## src/rtl/mio_cli_st_rst_seq_ctrl.sv

```systemverilog
// Staggered reset sequencer: holds all domains in reset for A cycles, then
// releases them one by one S+1 cycles apart. A software request in RUN restarts the sequence.
module mio_cli_st_rst_seq_ctrl #(
    parameter int NUM_DOMAINS = 4,
    parameter int CNT_W       = 8
) (
    input  logic                   clk,
    input  logic                   reset_n,
    input  logic [CNT_W-1:0]       cfg_assert_cycles,
    input  logic [CNT_W-1:0]       cfg_stagger_cycles,
    input  logic                   sw_rst_req,
    output logic                   sw_rst_ack,
    output logic                   clk_en_o,
    output logic [NUM_DOMAINS-1:0] rst_n_o,
    output logic                   ready
);

    localparam int IDX_W = $clog2(NUM_DOMAINS);

    typedef enum logic [1:0] {
        ST_ASSERT  = 2'd0,
        ST_RELEASE = 2'd1,
        ST_RUN     = 2'd2
    } state_t;

    logic [1:0]             r_sync;
    state_t                 r_state, w_state;
    logic [CNT_W-1:0]       r_cnt, w_cnt;
    logic [CNT_W-1:0]       r_assert_lat, w_assert_lat;
    logic [CNT_W-1:0]       r_stagger_lat, w_stagger_lat;
    logic [IDX_W-1:0]       r_idx, w_idx;
    logic [NUM_DOMAINS-1:0] r_rst_n, w_rst_n;
    logic                   r_ready, w_ready;
    logic                   r_ack, w_ack;
    logic                   r_clk_en, w_clk_en;
    logic                   w_entry;
    logic [CNT_W-1:0]       w_a_eff;

    always_ff @(posedge clk or negedge reset_n) begin
        if (!reset_n) begin
            r_sync <= 2'b00;
        end else begin
            r_sync <= {r_sync[0], 1'b1};
        end
    end

    always_ff @(posedge clk or negedge reset_n) begin
        if (!reset_n) begin
            r_state       <= ST_ASSERT;
            r_cnt         <= '0;
            r_assert_lat  <= '0;
            r_stagger_lat <= '0;
            r_idx         <= '0;
            r_rst_n       <= '0;
            r_ready       <= 1'b0;
            r_ack         <= 1'b0;
            r_clk_en      <= 1'b0;
        end else begin
            r_state       <= w_state;
            r_cnt         <= w_cnt;
            r_assert_lat  <= w_assert_lat;
            r_stagger_lat <= w_stagger_lat;
            r_idx         <= w_idx;
            r_rst_n       <= w_rst_n;
            r_ready       <= w_ready;
            r_ack         <= w_ack;
            r_clk_en      <= w_clk_en;
        end
    end

    assign w_a_eff = (r_assert_lat == '0) ? CNT_W'(1) : r_assert_lat;

    // Entry edge is the one where the synchronizer output rises, or an accepted
    // software request; counters count up so the max config value never wraps.
    always_comb begin
        w_state       = r_state;
        w_cnt         = r_cnt;
        w_assert_lat  = r_assert_lat;
        w_stagger_lat = r_stagger_lat;
        w_idx         = r_idx;
        w_rst_n       = r_rst_n;
        w_ready       = r_ready;
        w_ack         = 1'b0;
        w_clk_en      = r_clk_en;
        w_entry       = 1'b0;

        if (!r_sync[1]) begin
            if (r_sync[0]) begin
                w_entry = 1'b1;
            end else begin
                w_state       = ST_ASSERT;
                w_cnt         = '0;
                w_assert_lat  = '0;
                w_stagger_lat = '0;
                w_idx         = '0;
                w_rst_n       = '0;
                w_ready       = 1'b0;
                w_clk_en      = 1'b0;
            end
        end else begin
            case (r_state)
                ST_ASSERT: begin
                    if (r_cnt >= w_a_eff) begin
                        w_state = ST_RELEASE;
                        w_rst_n = NUM_DOMAINS'(1);
                        w_idx   = IDX_W'(1);
                        w_cnt   = '0;
                    end else begin
                        w_cnt = r_cnt + CNT_W'(1);
                    end
                end
                ST_RELEASE: begin
                    if (r_cnt == r_stagger_lat) begin
                        w_rst_n = r_rst_n | (NUM_DOMAINS'(1) << r_idx);
                        w_cnt   = '0;
                        if (r_idx == IDX_W'(NUM_DOMAINS - 1)) begin
                            w_state = ST_RUN;
                            w_ready = 1'b1;
                        end else begin
                            w_idx = r_idx + IDX_W'(1);
                        end
                    end else begin
                        w_cnt = r_cnt + CNT_W'(1);
                    end
                end
                ST_RUN: begin
                    if (sw_rst_req) begin
                        w_entry = 1'b1;
                        w_ack   = 1'b1;
                    end
                end
                default: begin
                    w_entry = 1'b1;
                end
            endcase
        end

        if (w_entry) begin
            w_state       = ST_ASSERT;
            w_cnt         = CNT_W'(1);
            w_assert_lat  = cfg_assert_cycles;
            w_stagger_lat = cfg_stagger_cycles;
            w_idx         = '0;
            w_rst_n       = '0;
            w_ready       = 1'b0;
            w_clk_en      = 1'b1;
        end
    end

    assign sw_rst_ack = r_ack;
    assign clk_en_o   = r_clk_en;
    assign rst_n_o    = r_rst_n;
    assign ready      = r_ready;

endmodule

```

## config.mk

```make
export PLATFORM = sky130hd
export DESIGN_NAME = mio_cli_st_rst_seq_ctrl
export DESIGN_NICKNAME = d
export VERILOG_FILES = /design/src/rtl/mio_cli_st_rst_seq_ctrl.sv
export SDC_FILE = /design/constraint.sdc
export NUM_CORES = 1
export LEC_CHECK = 0
export BUFFER_PORTS_ARGS = -buffer_cell sky130_fd_sc_hd__buf_2
export CAP_MARGIN = 20
export CORE_MARGIN = 2
export CORE_UTILIZATION = 40
export DETAILED_ROUTE_END_ITERATION = 8
export GPL_TIMING_DRIVEN = 0
export HOLD_SLACK_MARGIN = 0.15
export SLEW_MARGIN = 10
export SYNTH_ARGS = -nofsm -noshare
export SYNTH_HDL_FRONTEND = slang
export SYNTH_SLANG_ARGS = --single-unit
```

## constraint.sdc

```tcl
create_clock -name clk -period 3.3 [get_ports clk]
set_input_delay 0.33 -clock clk [delete_from_list [all_inputs] [get_ports clk]]
set_output_delay 0.33 -clock clk [all_outputs]
set_load 0.005 [all_outputs]
```

; Word-level counts from Yosys, hierarchy flattened
; Index checks and enable logic that the tools add are counted.
[op_classes]
add_sub_neg = 2
order_cmp = 1
n_eq_ne = 15
shift = 1
n_mux = 42
bitwise = 1
reduce_logical = 9
[ops]
columns = cell, n
row1 = 2-to-1 mux 8 bit, 9
row2 = 2-to-1 mux 2 bit, 10
row3 = 2-to-1 mux 4 bit, 5
row4 = != test 4 bit (second input constant), 4
row5 = one-hot mux 8 bit (2 select lines), 1
row6 = 2-to-1 mux 1 bit, 13
row7 = != test 3 x 1 -> 1 bit (second input constant), 4
row8 = AND reduction 5 bit, 2
row9 = adder 8 x 1 -> 8 bit (second input constant), 1
row10 = equality test 8 bit, 1
row11 = greater-or-equal comparator 8 bit, 1
row12 = logical NOT 8 bit, 1
row13 = one-hot mux 2 bit (2 select lines), 2
row14 = one-hot mux 4 bit (2 select lines), 1
row15 = AND reduction 4 bit, 2
row16 = equality test 2 bit (second input constant), 2
row17 = != test 2 x 1 -> 1 bit (second input constant), 2
row18 = != test 4 x 1 -> 1 bit (second input constant), 1
row19 = bitwise OR 4 bit, 1
row20 = AND reduction 2 bit, 2
row21 = left shift 1 x 2 -> 4 bit (first input constant), 1
row22 = adder 2 x 1 -> 2 bit (second input constant), 1
row23 = equality test 2 x 1 -> 1 bit (second input constant), 1
row24 = logical NOT 2 bit, 1
row25 = 2 further kinds, 2
[totals]
reg_bits = 37
in_bits = 19
out_inout_bits = 7
word_cells = 81

; Longest topological paths before layout
[depth]
word_depth = 7
mapped_depth = 9
depth_no_buf = 8

; Worst setup path after synthesis
; OpenSTA, ideal clock, no wires.
[synth_timing]
path_type = reg2reg
start = register r_assert_lat[2]
end = register r_rst_n[3] (netlist: rst_n_o[3])
t_arrival_ns = 2.312
required_time_ns = 3.178
slack_ns = 0.866
path_stages_with_launch = 10
n_path_buf = 1
period_less_slack_ns = 2.434
cell_sequence = dfrtp_1 nor4_1 a41o_1 ha_1 nand2b_4 a2111o_1 a31o_1 and3_1 buf_6 a32o_1
[synth_between]
elab_chain_len = 5
[synth_rtl]
columns = element, line
row1 = start: declaration, 29  ; logic [CNT_W-1:0] r_assert_lat, w_assert_lat;
row2 = start signal: assignment, 61  ; r_assert_lat <= w_assert_lat;
row3 = logical NOT 8 bit, 71  ; assign w_a_eff = (r_assert_lat == '0) ? CNT_W'(1) : r_assert_lat;
row4 = 2-to-1 mux 8 bit *, 71
row5 = greater-or-equal comparator 8 bit *, 103  ; if (r_cnt >= w_a_eff) begin
row6 = != test 4 bit (no line) *, n/a
row7 = AND reduction 4 bit (no line) *, n/a
row8 = end signal: assignment, 64  ; r_rst_n <= w_rst_n;
row9 = end: declaration, 32  ; logic [NUM_DOMAINS-1:0] r_rst_n, w_rst_n;
; Mark *: on every way between the ends. The rest lies on a longest branch, timed or not.
; A chain may end at the register's enable or synchronous reset.

; Worst setup path in the final report
; Same ends and word-level chain as after synthesis.

==> flow_metrics.env <==
export IMPL_crit_path_start="r_assert_lat[2]"
export IMPL_worst_slew_pin_slew_ns=0.841
export IMPL_drt_iter0_markers=89
export IMPL_synth_commonest_cells="37 x dfrtp_1, 16 x nand2_1, 13 x ha_1, 13 x o21ai_0, 12 x a22o_1"
export IMPL_cts_num_sinks=37
export IMPL_die_height_um=73.0
export IMPL_initial_core_util_pct=40.8
export IMPL_cts_buffer_depth=2
export IMPL_async_reset_ff_share_pct=100
export IMPL_dp_hpwl_um=2850
export IMPL_path_class="flop to flop"
export IMPL_fmax_ghz=0.392
export IMPL_end_kind="flop"
export IMPL_core_area_mm2=0.00466
export IMPL_wl_per_cell_um=14.5
export IMPL_synth_main_ff_cell="dfrtp_1"
export IMPL_grt_setup_unrepaired="false"
export IMPL_cts_hold_buf=0
export IMPL_hold_class="input port to asynchronous set/reset pin"
export IMPL_gp_congestion=0.755
export IMPL_num_rows=25
export IMPL_synthTopCellsByArea="dfrtp_1 49%, ha_1 8.6%, a22o_1 5.5%"
export IMPL_synth_edf_count=0
export IMPL_die_w_um=73.0
export IMPL_worstSkewPairLatency_ns=0.29
export IMPL_relSlewSlack_pct=43.9
export IMPL_yosysMostFrequentCell="dfrtp_1"
export IMPL_cts_buffers=5
export IMPL_ys_ff_latch=37
export IMPL_cts_root_buf="clkbuf_8"
export IMPL_clk_pin_slew_ns=0.07
export IMPL_firstDrtPassIters=4
export IMPL_wirelength_um=3850
export IMPL_ant_nets=0
export IMPL_powerDensity_mw_per_mm2=482
export IMPL_diodes=0
export IMPL_htree_levels=2
export IMPL_start_kind="flop"
export IMPL_syn_to_final_growth_pct=14.7
export IMPL_drv_cap=0
export IMPL_synth_area_leader_cell="dfrtp_1"
export IMPL_grt_pass1_vias=1406
export IMPL_yosysSeqAreaShare_pct=48.7
export IMPL_fp_dieArea_mm2=0.00532
export IMPL_fin_util_pct=46.8
export IMPL_vias=1417
export IMPL_slew_violations=0
export IMPL_cp_required_ns=3.48
export IMPL_drc=0
export IMPL_postSynthCellCount=179
export IMPL_synthDistinctLibCells=41
export IMPL_cts_resized=0
export IMPL_crit_path_max_fanout=10
export IMPL_min_period_ns=2.55
export IMPL_report_final_hold_viol_count=0
export IMPL_syn_nets=211
export IMPL_io_pins=26
export IMPL_synth_top_area_share_pct=48.7
export IMPL_leakage_nw=1.11
export IMPL_tns_ns=0
export IMPL_postCtsSetupRepairBufs=0
export IMPL_arrival_ns=2.73
export IMPL_setup_viol=0
export IMPL_drive_gt1_share_pct=19.4
export IMPL_dp_cells=258
export IMPL_grt_pass1_wl_um=6700
export IMPL_skew_ns=0.00246
export IMPL_syn_avg_cell_area_um2=10.6
export IMPL_fin_crit_sh_pct=77.4
export IMPL_grt_max_degree=38
export IMPL_status="completed"
export IMPL_cts_tree="done"
export IMPL_syn_area_mm2=0.00190
export IMPL_layoutNonFillerInstCount=265
export IMPL_antenna_found_initial=0
export IMPL_grt_remaining_overflow=0
export IMPL_numPortBuffers=25
export IMPL_yosysWarningCount=0
export IMPL_track_usage_pct=16.7
export IMPL_routed_via_density=5.35
export IMPL_ir_drop_mv=0.237
export IMPL_r2r_start="r_assert_lat[2]"
export IMPL_layout_nets=243
==> stage by stage <==
stage               instance area (µm²)  hold WS (ns)  total power [W]  setup slack, ns
finish                             2180         0.142          0.00105            0.747
global route                       2180         0.212          0.00112            0.564
global placement                   2090         0.357         0.000742            0.738
detailed placement                 2090         0.365         0.000747            0.741
floorplan                          1900        0.0344         0.000678            0.866
CTS                                2180         0.174          0.00107            0.732
==> critical path, stage by stage, from the launching register on <==
cell	delay, ns
dfrtp_1	0.38
nor4_1	0.26
a41o_1	0.21
ha_1	0.22
nand2b_4	0.13
a2111o_1	0.41
a31o_1	0.27
and3_1	0.16
buf_6	0.14
a32o_1	0.25
==> per-layer routing <==
metal,GRT usage (%),part of all wire [%]
met1,23.8,50
met2,24.8,44
met3,4.14,5.1
met4,5.56,1.6
met5,0,0
==> cell usage in the layout (no fill, tap or decap), drive strengths merged, types with 5 or more instances in the layout <==
cell type	count
a21oi	5
xor2	11
nor2	11
clkbuf	8
nand3	6
ha	13
inv	11
a22o	12
nand2	16
buf	30
dfrtp	37
o21ai	13
==> cell families (layout without fill, tap and decap cells) <==
| kind of cell | after synthesis | count (layout) | share of synthesized area, % |
|---|---|---|---|
| XOR/XNOR | 14 | 14 | 6.45 |
| flip-flops | 37 | 37 | 48.7 |
| multiplexers | 1 | 1 | 0.526 |
| adder cells (fa/ha/maj) | 13 | 13 | 8.55 |
| AO/OA/AOI/OAI | 46 | 46 | 17.4 |
| buffers and inverters | 17 | 49 | 4.01 |
| AND/OR/NAND/NOR | 50 | 50 | 14.1 |
| other | 1 | 1 | 0.197 |
==> sequential cells by signal (all words and copies together) (netlist names) <==
signal and flops:
r_assert_lat 8, r_idx 2, rst_n_o 4, r_cnt 8, r_sync 2, r_state 2
ready 1, r_stagger_lat 8, clk_en_o 1, sw_rst_ack 1
==> where the power goes <==
part | total (W) | leakage (nW) | internal (W) | switching [W]
Combinational | 0.000213 | 0.580 | 0.0000986 | 0.000114
Clock | 0.000317 | 0.0443 | 0.000166 | 0.000152
Sequential | 0.000522 | 0.487 | 0.000489 | 0.0000329
==> path summary, 6_finish.rpt <==
kind	to	cells after the start	slack (ns)
max	rst_n_o[3]	9	0.75
min reg2reg	r_sync[1]	0	0.38
max reg2reg	rst_n_o[3]	9	0.75
min	sw_rst_ack	1	0.14
min in group clk	r_assert_lat[3]	3	0.24
max in group asynchronous	r_cnt[5]	1	2.62
==> layout make-up <==
type | instances | area (µm²)
multi-input combinational | 125 | 900
timing repair buffer | 25 | 125
sequential | 37 | 926
buffer | 6 | 35.0
fill | 448 | 2480
clock buffer | 7 | 86.3
inverter | 11 | 41.3
tap | 54 | 67.6
Note: power is estimated with default switching activity, not from simulation.
